### src/rtl/sm83_idu_pkg.sv
// rtl/sm83_idu_pkg.sv - shared types and constants for the SM83 increment/decrement stage
//
// Purpose : op encoding, FSM state encoding and the OAM window bounds used by
//           sm83_idu_stage and sm83_idu_adder.
// Ports   : none (package).
package sm83_idu_pkg;

    // Operation requested of the IDU; encoding 2'd3 is reserved and behaves as PASS.
    typedef enum logic [1:0] {
        PASS = 2'd0,
        INC  = 2'd1,
        DEC  = 2'd2
    } idu_op_t;

    typedef enum logic [1:0] {
        IDLE = 2'd0,
        CALC = 2'd1,
        DONE = 2'd2
    } idu_state_t;

    // Sprite attribute memory window; INC/DEC on a pointer in here trips the OAM bug.
    localparam logic [15:0] OAM_LO = 16'hFE00;
    localparam logic [15:0] OAM_HI = 16'hFEFF;

endpackage

### src/rtl/sm83_idu_adder.sv
// rtl/sm83_idu_adder.sv - combinational 16-bit +1/-1 built as two chained 8-bit halves
//
// Purpose : computes addr+1 (INC), addr-1 (DEC) or addr (PASS / reserved op).
// Ports   : addr    in  16  register-pair value
//           op      in   2  operation (PASS/INC/DEC, 3 = reserved)
//           sum     out 16  result modulo 2^16
//           carry_l out  1  low-byte carry (INC) / borrow (DEC) into the high byte
//           wrap    out  1  carry/borrow out of the high byte
module sm83_idu_adder
    import sm83_idu_pkg::*;
(
    input  logic [15:0] addr,
    input  logic [1:0]  op,
    output logic [15:0] sum,
    output logic        carry_l,
    output logic        wrap
);

    // Bit 8 of each 9-bit half is the carry/borrow out of that byte.
    logic [8:0] lo_ext;
    logic [8:0] hi_ext;

    always_comb begin
        lo_ext  = {1'b0, addr[7:0]};
        hi_ext  = {1'b0, addr[15:8]};
        sum     = addr;
        carry_l = 1'b0;
        wrap    = 1'b0;
        case (op)
            INC: begin
                lo_ext  = {1'b0, addr[7:0]} + 9'd1;
                carry_l = lo_ext[8];
                hi_ext  = {1'b0, addr[15:8]} + {8'd0, carry_l};
                wrap    = hi_ext[8];
                sum     = {hi_ext[7:0], lo_ext[7:0]};
            end
            DEC: begin
                lo_ext  = {1'b0, addr[7:0]} - 9'd1;
                carry_l = lo_ext[8];
                hi_ext  = {1'b0, addr[15:8]} - {8'd0, carry_l};
                wrap    = hi_ext[8];
                sum     = {hi_ext[7:0], lo_ext[7:0]};
            end
            default: ;
        endcase
    end

endmodule

### src/rtl/sm83_idu_stage.sv
// rtl/sm83_idu_stage.sv - handshaked SM83 increment/decrement unit stage (IDLE/CALC/DONE)
//
// Purpose : accepts a register-pair value with an op and a destination tag, computes
//           +1/-1/pass in the CALC cycle and presents the result until consumed.
// Ports   : clk, reset (sync, active-high)
//           req_valid/req_ready, req_op[1:0], req_addr[15:0], req_tag[2:0]  request side
//           res_valid/res_ready, res_addr[15:0], res_tag[2:0],
//           res_carry_l, res_wrap, oam_bug                              result side
// Config  : SM83_IDU_OAM_BUG_EN - when defined, oam_bug flags INC/DEC on a pointer in
//           FE00..FEFF; when undefined, oam_bug is tied to 0.
module sm83_idu_stage
    import sm83_idu_pkg::*;
(
    input  logic        clk,
    input  logic        reset,
    input  logic        req_valid,
    output logic        req_ready,
    input  logic [1:0]  req_op,
    input  logic [15:0] req_addr,
    input  logic [2:0]  req_tag,
    output logic        res_valid,
    input  logic        res_ready,
    output logic [15:0] res_addr,
    output logic [2:0]  res_tag,
    output logic        res_carry_l,
    output logic        res_wrap,
    output logic        oam_bug
);

    idu_state_t  state;
    logic [1:0]  op_q;
    logic [15:0] addr_q;
    logic [2:0]  tag_q;

    logic [15:0] sum;
    logic        carry_l;
    logic        wrap;
    logic        req_fire;

    // DONE can take a new request in the same cycle its result is consumed.
    assign req_ready = (state == IDLE) || ((state == DONE) && res_ready);
    assign res_valid = (state == DONE);
    assign req_fire  = req_valid && req_ready;

    sm83_idu_adder u_adder (
        .addr    (addr_q),
        .op      (op_q),
        .sum     (sum),
        .carry_l (carry_l),
        .wrap    (wrap)
    );

    always_ff @(posedge clk) begin
        if (reset) begin
            state       <= IDLE;
            op_q        <= 2'd0;
            addr_q      <= 16'd0;
            tag_q       <= 3'd0;
            res_addr    <= 16'd0;
            res_tag     <= 3'd0;
            res_carry_l <= 1'b0;
            res_wrap    <= 1'b0;
        end else begin
            case (state)
                IDLE: begin
                    if (req_fire) begin
                        op_q   <= req_op;
                        addr_q <= req_addr;
                        tag_q  <= req_tag;
                        state  <= CALC;
                    end
                end
                CALC: begin
                    res_addr    <= sum;
                    res_tag     <= tag_q;
                    res_carry_l <= carry_l;
                    res_wrap    <= wrap;
                    state       <= DONE;
                end
                DONE: begin
                    if (res_ready) begin
                        if (req_valid) begin
                            op_q   <= req_op;
                            addr_q <= req_addr;
                            tag_q  <= req_tag;
                            state  <= CALC;
                        end else begin
                            state <= IDLE;
                        end
                    end
                end
                default: state <= IDLE;
            endcase
        end
    end

`ifdef SM83_IDU_OAM_BUG_EN
    logic oam_bug_q;

    // Judged on the pre-operation pointer, registered alongside the result.
    always_ff @(posedge clk) begin
        if (reset) begin
            oam_bug_q <= 1'b0;
        end else if (state == CALC) begin
            oam_bug_q <= ((op_q == INC) || (op_q == DEC)) &&
                         (addr_q >= OAM_LO) && (addr_q <= OAM_HI);
        end
    end

    assign oam_bug = oam_bug_q;
`else
    assign oam_bug = 1'b0;
`endif

endmodule

### config.mk
export PLATFORM = sky130hd
export DESIGN_NAME = sm83_idu_stage
export DESIGN_NICKNAME = d
export VERILOG_FILES = /design/src/rtl/sm83_idu_pkg.sv /design/src/rtl/sm83_idu_adder.sv /design/src/rtl/sm83_idu_stage.sv
export SDC_FILE = /design/constraint.sdc
export NUM_CORES = 1
export LEC_CHECK = 0
export ABC_AREA = 1
export BUFFER_PORTS_ARGS = -buffer_cell sky130_fd_sc_hd__buf_2
export CAP_MARGIN = 40
export CORE_ASPECT_RATIO = 1.1
export CORE_MARGIN = 2
export CORE_UTILIZATION = 55
export CTS_BUF_LIST = sky130_fd_sc_hd__clkbuf_4 sky130_fd_sc_hd__clkbuf_8
export CTS_CLUSTER_SIZE = 40
export DETAILED_ROUTE_END_ITERATION = 12
export GPL_TIMING_DRIVEN = 0
export PLACE_DENSITY = 0.79
export SLEW_MARGIN = 20
export SYNTH_ARGS = -nofsm -noshare
export SYNTH_HDL_FRONTEND = slang
export SYNTH_HIERARCHICAL = 1
export SYNTH_SLANG_ARGS = --single-unit
### constraint.sdc
create_clock -name clk -period 3 [get_ports clk]
set_clock_uncertainty 0.05 [all_clocks]
set_input_delay 0.15 -clock clk [delete_from_list [all_inputs] [get_ports clk]]
set_output_delay 0.15 -clock clk [all_outputs]
set_load 0.01 [all_outputs]
# Yosys cells after proc, flatten, opt, wreduce, memory -nomap -nowiden

Cells that the tools add are included.

Register bits after elaboration: 44
Latch bits: 0
RAM bits: 0
Memory bits (read-only): 0
Input bits: 25
Output and inout bits: 24
Word-level logic and storage cells: 45
Memories: 0

Add/sub/neg operators: 4
Multipliers: 0
Div/mod/pow operators: 0
Order comparisons: 0
Equality and inequality tests: 7
Shift-type cells: 0
Muxes and demuxes: 19
Bitwise operators: 0
Reductions and logical operators: 7

Operator list:

| cell                                                                     | count |
|---|---|
| 16-bit one-hot mux with 2 select lines                                   | 2 |
| 16-bit 2-to-1 mux                                                        | 3 |
| 2-bit 2-to-1 mux                                                         | 5 |
| 8-bit by 1-bit adder with 9-bit output                                   | 1 |
| 8-bit by 1-bit adder with 9-bit output (second input constant)           | 1 |
| 3-bit 2-to-1 mux                                                         | 3 |
| 8-bit by 1-bit subtractor with 9-bit output                              | 1 |
| 8-bit by 1-bit subtractor with 9-bit output (second input constant)      | 1 |
| 2-bit one-hot mux with 3 select lines                                    | 1 |
| 3-bit one-hot mux with 2 select lines                                    | 1 |
| 2-bit by 1-bit == test with 1-bit output (second input constant)         | 2 |
| 2-bit == test (second input constant)                                    | 2 |
| 2-bit inequality test (second input constant)                            | 2 |
| 1-bit one-hot mux with 2 select lines                                    | 2 |
| 2-bit one-hot mux with 2 select lines                                    | 1 |
| 4-bit AND reduction                                                      | 1 |
| 1-bit logical AND                                                        | 2 |
| 2-bit zero test                                                          | 1 |
| 2-bit by 1-bit inequality test with 1-bit output (second input constant) | 1 |
| 2-bit AND reduction                                                      | 1 |
| 2-bit nonzero test                                                       | 1 |
| 1-bit logical OR                                                         | 1 |
| 1-bit 2-to-1 mux                                                         | 1 |

# Depth between registers and ports, before layout

Word-level depth: 6
Depth in mapped cells: 17
Mapped depth without buffers: 17

# Hierarchy

The synthesis kept the hierarchy.

By module, submodules not included:

| module         | times used | cells each | area an instance (um^2) | sequential area each (um^2) |
|---|---|---|---|---|
| sm83_idu_stage | 1          | 244        | 1775.5                  | 880.8 |
| sm83_idu_adder | 1          | 202        | 1016.0                  | 0.0 |

# Worst setup path after synthesis

Ideal clock, no wire load.

Path kind: register -> register
Start: reg addr_q[0]
End: reg res_addr[14]
Setup time: 0.116 ns
Data arrival time: 1.987 ns
Data required time: 2.834 ns
Setup slack: 0.847 ns
Cell stages (with the launch flop): 18
Buffers on the path: 0
Clock period less this slack: 2.153 ns
Cells stage by stage: dfxtp_1 inv_1 ha_1 nand3_2 inv_1 nand2_1 nor3_1 ha_1 ha_1 nand3_2 nor2_1 nand2_1 nand3_1 nand2_1 nand2_1 nand2_1 o21ai_0 nor2_1

Word-level cells in the longest chain between the ends: 3
Elaborated cells between the ends (all ways): 5
Those cells by class: 4 x add/sub; 1 x mux

Ends and longest elaborated chain:

| item                                                                                                         | line                                       | text |
|---|---|---|
| from (decl)                                                                                                  | sm83_idu_stage.sv:32                       | `logic [15:0] addr_q;` |
| from (signal assigned)                                                                                       | sm83_idu_stage.sv:68                       | `addr_q <= req_addr;` |
| from (signal assigned)                                                                                       | sm83_idu_stage.sv:84                       | `addr_q <= req_addr;` |
| 8-bit by 1-bit subtractor with 9-bit output / 8-bit by 1-bit adder with 9-bit output (equally long branches) | sm83_idu_adder.sv:38, sm83_idu_adder.sv:31 |  |
| 8-bit by 1-bit subtractor with 9-bit output / 8-bit by 1-bit adder with 9-bit output (equally long branches) | sm83_idu_adder.sv:40, sm83_idu_adder.sv:33 |  |
| 16-bit one-hot mux with 2 select lines *                                                                     | sm83_idu_adder.sv:29                       | `case (op)` |
| net sum[14]                                                                                                  | sm83_idu_stage.sv:35                       | `logic [15:0] sum;` |
| to (signal assigned)                                                                                         | sm83_idu_stage.sv:74                       | `res_addr <= sum;` |
| to (decl)                                                                                                    | sm83_idu_stage.sv:23                       | `output logic [15:0] res_addr,` |

Mark *: on every way through the listed nets, which the timed path passes. The rest lies on a longest branch.
A chain may end at the register's enable or synchronous reset.

# Worst setup path in the final report

Same ends and word-level chain as after synthesis.

==> summary.md <==
| Metric | Value |
|---|---|
| Worst hold slack | approximately 0.090 ns |
| VDD IR max | approximately 0.21 mV |
| WHS Endpoint | state[1]$_SDFFE_PP0P_ |
| Post-synth cell types | 31 |
| Register area | 881 um2 |
| Initial core utilization | 0.562 |
| Io pins | a little under 50 |
| Tcrit/Tclk final | 0.886 |
| Mapped Area | 2790 um2 |
| IO Port Bufs | 47 |
| Max Clk Rate | between 300 and 400 MHz |
| Hold depth | 4 |
| Seq/Total Area, Yosys | 0.316 |
| Grt ovf | 0 |
| Total die area | 5660 um2 |
| Reg2Reg Depth | 17 |
| Outcome | finished clean |
| Largest net degree at the start of global routing | 14 |
| Met3 Usage GRT | 0.0381 |
| Syn Area/Cell | 6.26 um2 |
| Final Max Tran Viols | 0 |
| Design Area, Final | 3190 um2 |
| Finished Layout Cells | 559 |
| Flop-to-flop setup slack | 0.34 ns |
| Hold Path Class | in -> reg |
| Crit path top cell by count | nand2_1 |
| Drt total wl | 6580 um |
| DRC Markers | 0 |
| Via count | around 2900 |
| Worst skew pair latency | around 0.30 ns |
| Vias per cell | 5.17 |
| Crit path max-delay family | simple AND/OR/NAND/NOR gates |
| Worst endpoint required time | between 3 and 4 ns |
| Startpoint class of the critical path | flop |
| CTS buffer count | 5 |
| Clk pin slew, worst setup/hold paths | 0.08 ns |
| Post-route ant nets | 0 |
| HPWL after detailed placement | ~5100 um |
| Die Y-Extent | 78.7 um |
| CTS tree | built |
| Finished Core Util | 0.642 |
| Pwr Total | about 1.4 mW |
| CP Max Fanout | 5 |
| Area of the multi-input gates | 1550 um2 |
| Initial antenna violation count | 0 |
| Pwr Density | 440 nW/um2 |
| Worst EP arrival | 2.80 ns |
| RSZ-0062 raised after global routing | no |
| LEAKAGE | ~1.6 nW |
| Worst flop-to-flop path startpoint | addr_q[0]$_SDFFE_PP0P_ |
| Seq cells post-synth | 44 |
| Post-Syn Nets | ~480 |
| MaxCap Viol Count | 0 |
| Setup ws final | roughly 0.34 ns |
| Crit path buffers/inverters | 2 |
| First-pass GRT wire length | 11400 um |
| Worst reg2reg path endpoint | res_addr[14]$_SDFFE_PP0N_ |
| CP endpoint kind | flop |
| GR peak layer | met2 |
| Share of cells above drive strength 1 | 0.184 |
| Layout area overhead | 14.3% |
| Clock sinks | 44 |
| DRT iter0 DRCs | 205 |
| Grt met2 use | 0.404 |
| Placed insts | roughly 550 |
| Root Driver | clkbuf_8 |
| Die X | 71.9 um |
| Hold path start | res_ready |
| Row Count | 27 |
| Worst-case clock buffer depth | 2 |
| CP max stage cell | dfxtp_1 |
| Vias in the first global route | ~2500 |
| Pre-CTS WS | 0.375 ns |
| Per-cell routed wire length | 11.8 um |
| Global placer's final weighted congestion | approximately 0.88 |
| Total track usage | 0.247 |
| Final hold vios | 0 |
| Worst path max stage delay | approximately 0.36 ns |
| CTS Hold Bufs | 1 |
| Postcts setup bufs | 0 |
| Gate Count Post-Synth | 446 |
| Fin nets | 534 |
| N_diodes | 0 |
| Post-cts repair resize count | 0 |
| # fillers | 496 |
| Setup TNS Final | 0 ns |
| Crit path kind | reg -> reg |
| H-tree Lvls | 2 |
| Post-DP Area | between 3000 and 4000 um2 |
| Std-Cell Core Area | 4970 um2 |
| DR pass1 iterations | 7 |
| Met1 Resource Use GR | 0.330 |
| Synth warn | 6 |
| Post-layout min period | 2.66 ns |
| Cells along the critical path | inv_1 > ha_1 > nand3_2 > inv_1 > nand2_1 > nor3_1 > ha_1 > ha_1 > nand3_2 > nor2_1 > nand2_1 > nand3_1 > nand2_1 > nand2_1 > nand2_1 > o21ai_0 > nor2_1 |
| Setup violators final | 0 |
[placed cells by master (no fill, tap or decap), drive strengths merged]
cell type	synthesis	routed
clkbuf	5	10
ha	8	8
a21oi	35	35
o22ai	3	3
clkinv	0	1
nand3b	1	1
nand3	49	49
conb	1	1
o211ai	2	2
nor2	87	87
a22oi	1	1
clkinvlp	0	1
dfxtp	44	44
dlygate4sd3	0	1
nor3	1	1
a31oi	2	2
buf	19	66
inv	54	54
nand4	2	2
nand2	93	93
o21ai	39	39
[how the worst max path moves through the flow]
stage | from | to | slack [ns] | depth (start not counted)
2_1_floorplan | addr_q[0]$_SDFFE_PP0P_ | res_addr[14]$_SDFFE_PP0N_ | 0.85 | 17
3_3_place_gp | addr_q[0]$_SDFFE_PP0P_ | res_addr[14]$_SDFFE_PP0N_ | 0.46 | 17
3_5_place_dp | addr_q[0]$_SDFFE_PP0P_ | res_addr[14]$_SDFFE_PP0N_ | 0.37 | 17
4_1_cts | addr_q[0]$_SDFFE_PP0P_ | res_addr[14]$_SDFFE_PP0N_ | 0.38 | 17
5_1_grt | addr_q[0]$_SDFFE_PP0P_ | res_addr[14]$_SDFFE_PP0N_ | 0.06 | 17
6_report | addr_q[0]$_SDFFE_PP0P_ | res_addr[14]$_SDFFE_PP0N_ | 0.34 | 17
[Yosys cell counts]
cell type,n,area (um2)
buf_2,9,45.0
o21ai_0,37,185
inv_1,52,195
nand2_4,1,11.3
conb_1,1,3.75
clkbuf_1,3,11.3
clkbuf_2,1,5.00
clkbuf_4,1,7.51
o211ai_1,2,15.0
buf_6,6,67.6
nand3_1,45,225
a31oi_1,2,12.5
nor2_2,2,12.5
dfxtp_1,44,881
nand3b_1,1,7.51
nand2_2,5,31.3
ha_1,8,100
inv_2,2,7.51
buf_1,1,3.75
nor2_1,82,308
nor2_4,3,33.8
a21oi_2,1,8.76
nand2_1,87,327
a22oi_1,1,7.51
nand4_1,2,12.5
o22ai_1,3,18.8
nand3_2,4,40.0
buf_4,3,22.5
a21oi_1,34,170
o21ai_1,2,10.0
nor3_1,1,5.00
[registers in the layout (all words and copies together), names as in the netlist]
name	cells
state	2
addr_q	16
res_wrap	1
res_addr	16
tag_q	3
op_q	2
res_tag	3
res_carry_l	1
[kinds of logic (layout without fill, tap and decap cells)]
kind of cell | count (synthesis) | count (layout) | synth area share
DFF | 44 | 44 | 0.316
AOI/OAI and AO/OA | 82 | 82 | 0.153
adders and majority gates | 8 | 8 | 0.0359
and+or+nand+nor | 233 | 233 | 0.363
other | 1 | 1 | 0.00134
buffers and inverters | 78 | 133 | 0.131
[tightest hold or removal path: cells and delay by family]
family | cells | cell delay, ns
buffers and inverters | 2 | 0.13
AOI/OAI and AO/OA | 1 | 0.05
and+or+nand+nor | 1 | 0.06
[metal layers]
metal	vias to the layer above	part of all wire
li1	1527	-
met1	1246	0.46
met2	105	0.46
met3	14	0.061
met4	0	0.020
met5	-	0
[layout make-up]
type / instances / share of cell area
tap: 58 / 0.0227
inverter: 54 / 0.0635
sequential: 44 / 0.276
timing repair buffer: 48 / 0.0769
buffer: 24 / 0.0510
clock buffer: 5 / 0.0216
clock inverter: 2 / 0.00392
multi-input combinational: 324 / 0.484
[power breakdown]
part           switching (mW)  internal, mW  leakage (nW)  total, mW
clock                   0.192         0.158        0.0400      0.349
sequential             0.0434         0.630         0.363      0.673
combinational           0.238         0.145          1.23      0.383
total                   0.473         0.932          1.63       1.41
Power figures use the tool's default switching activity.
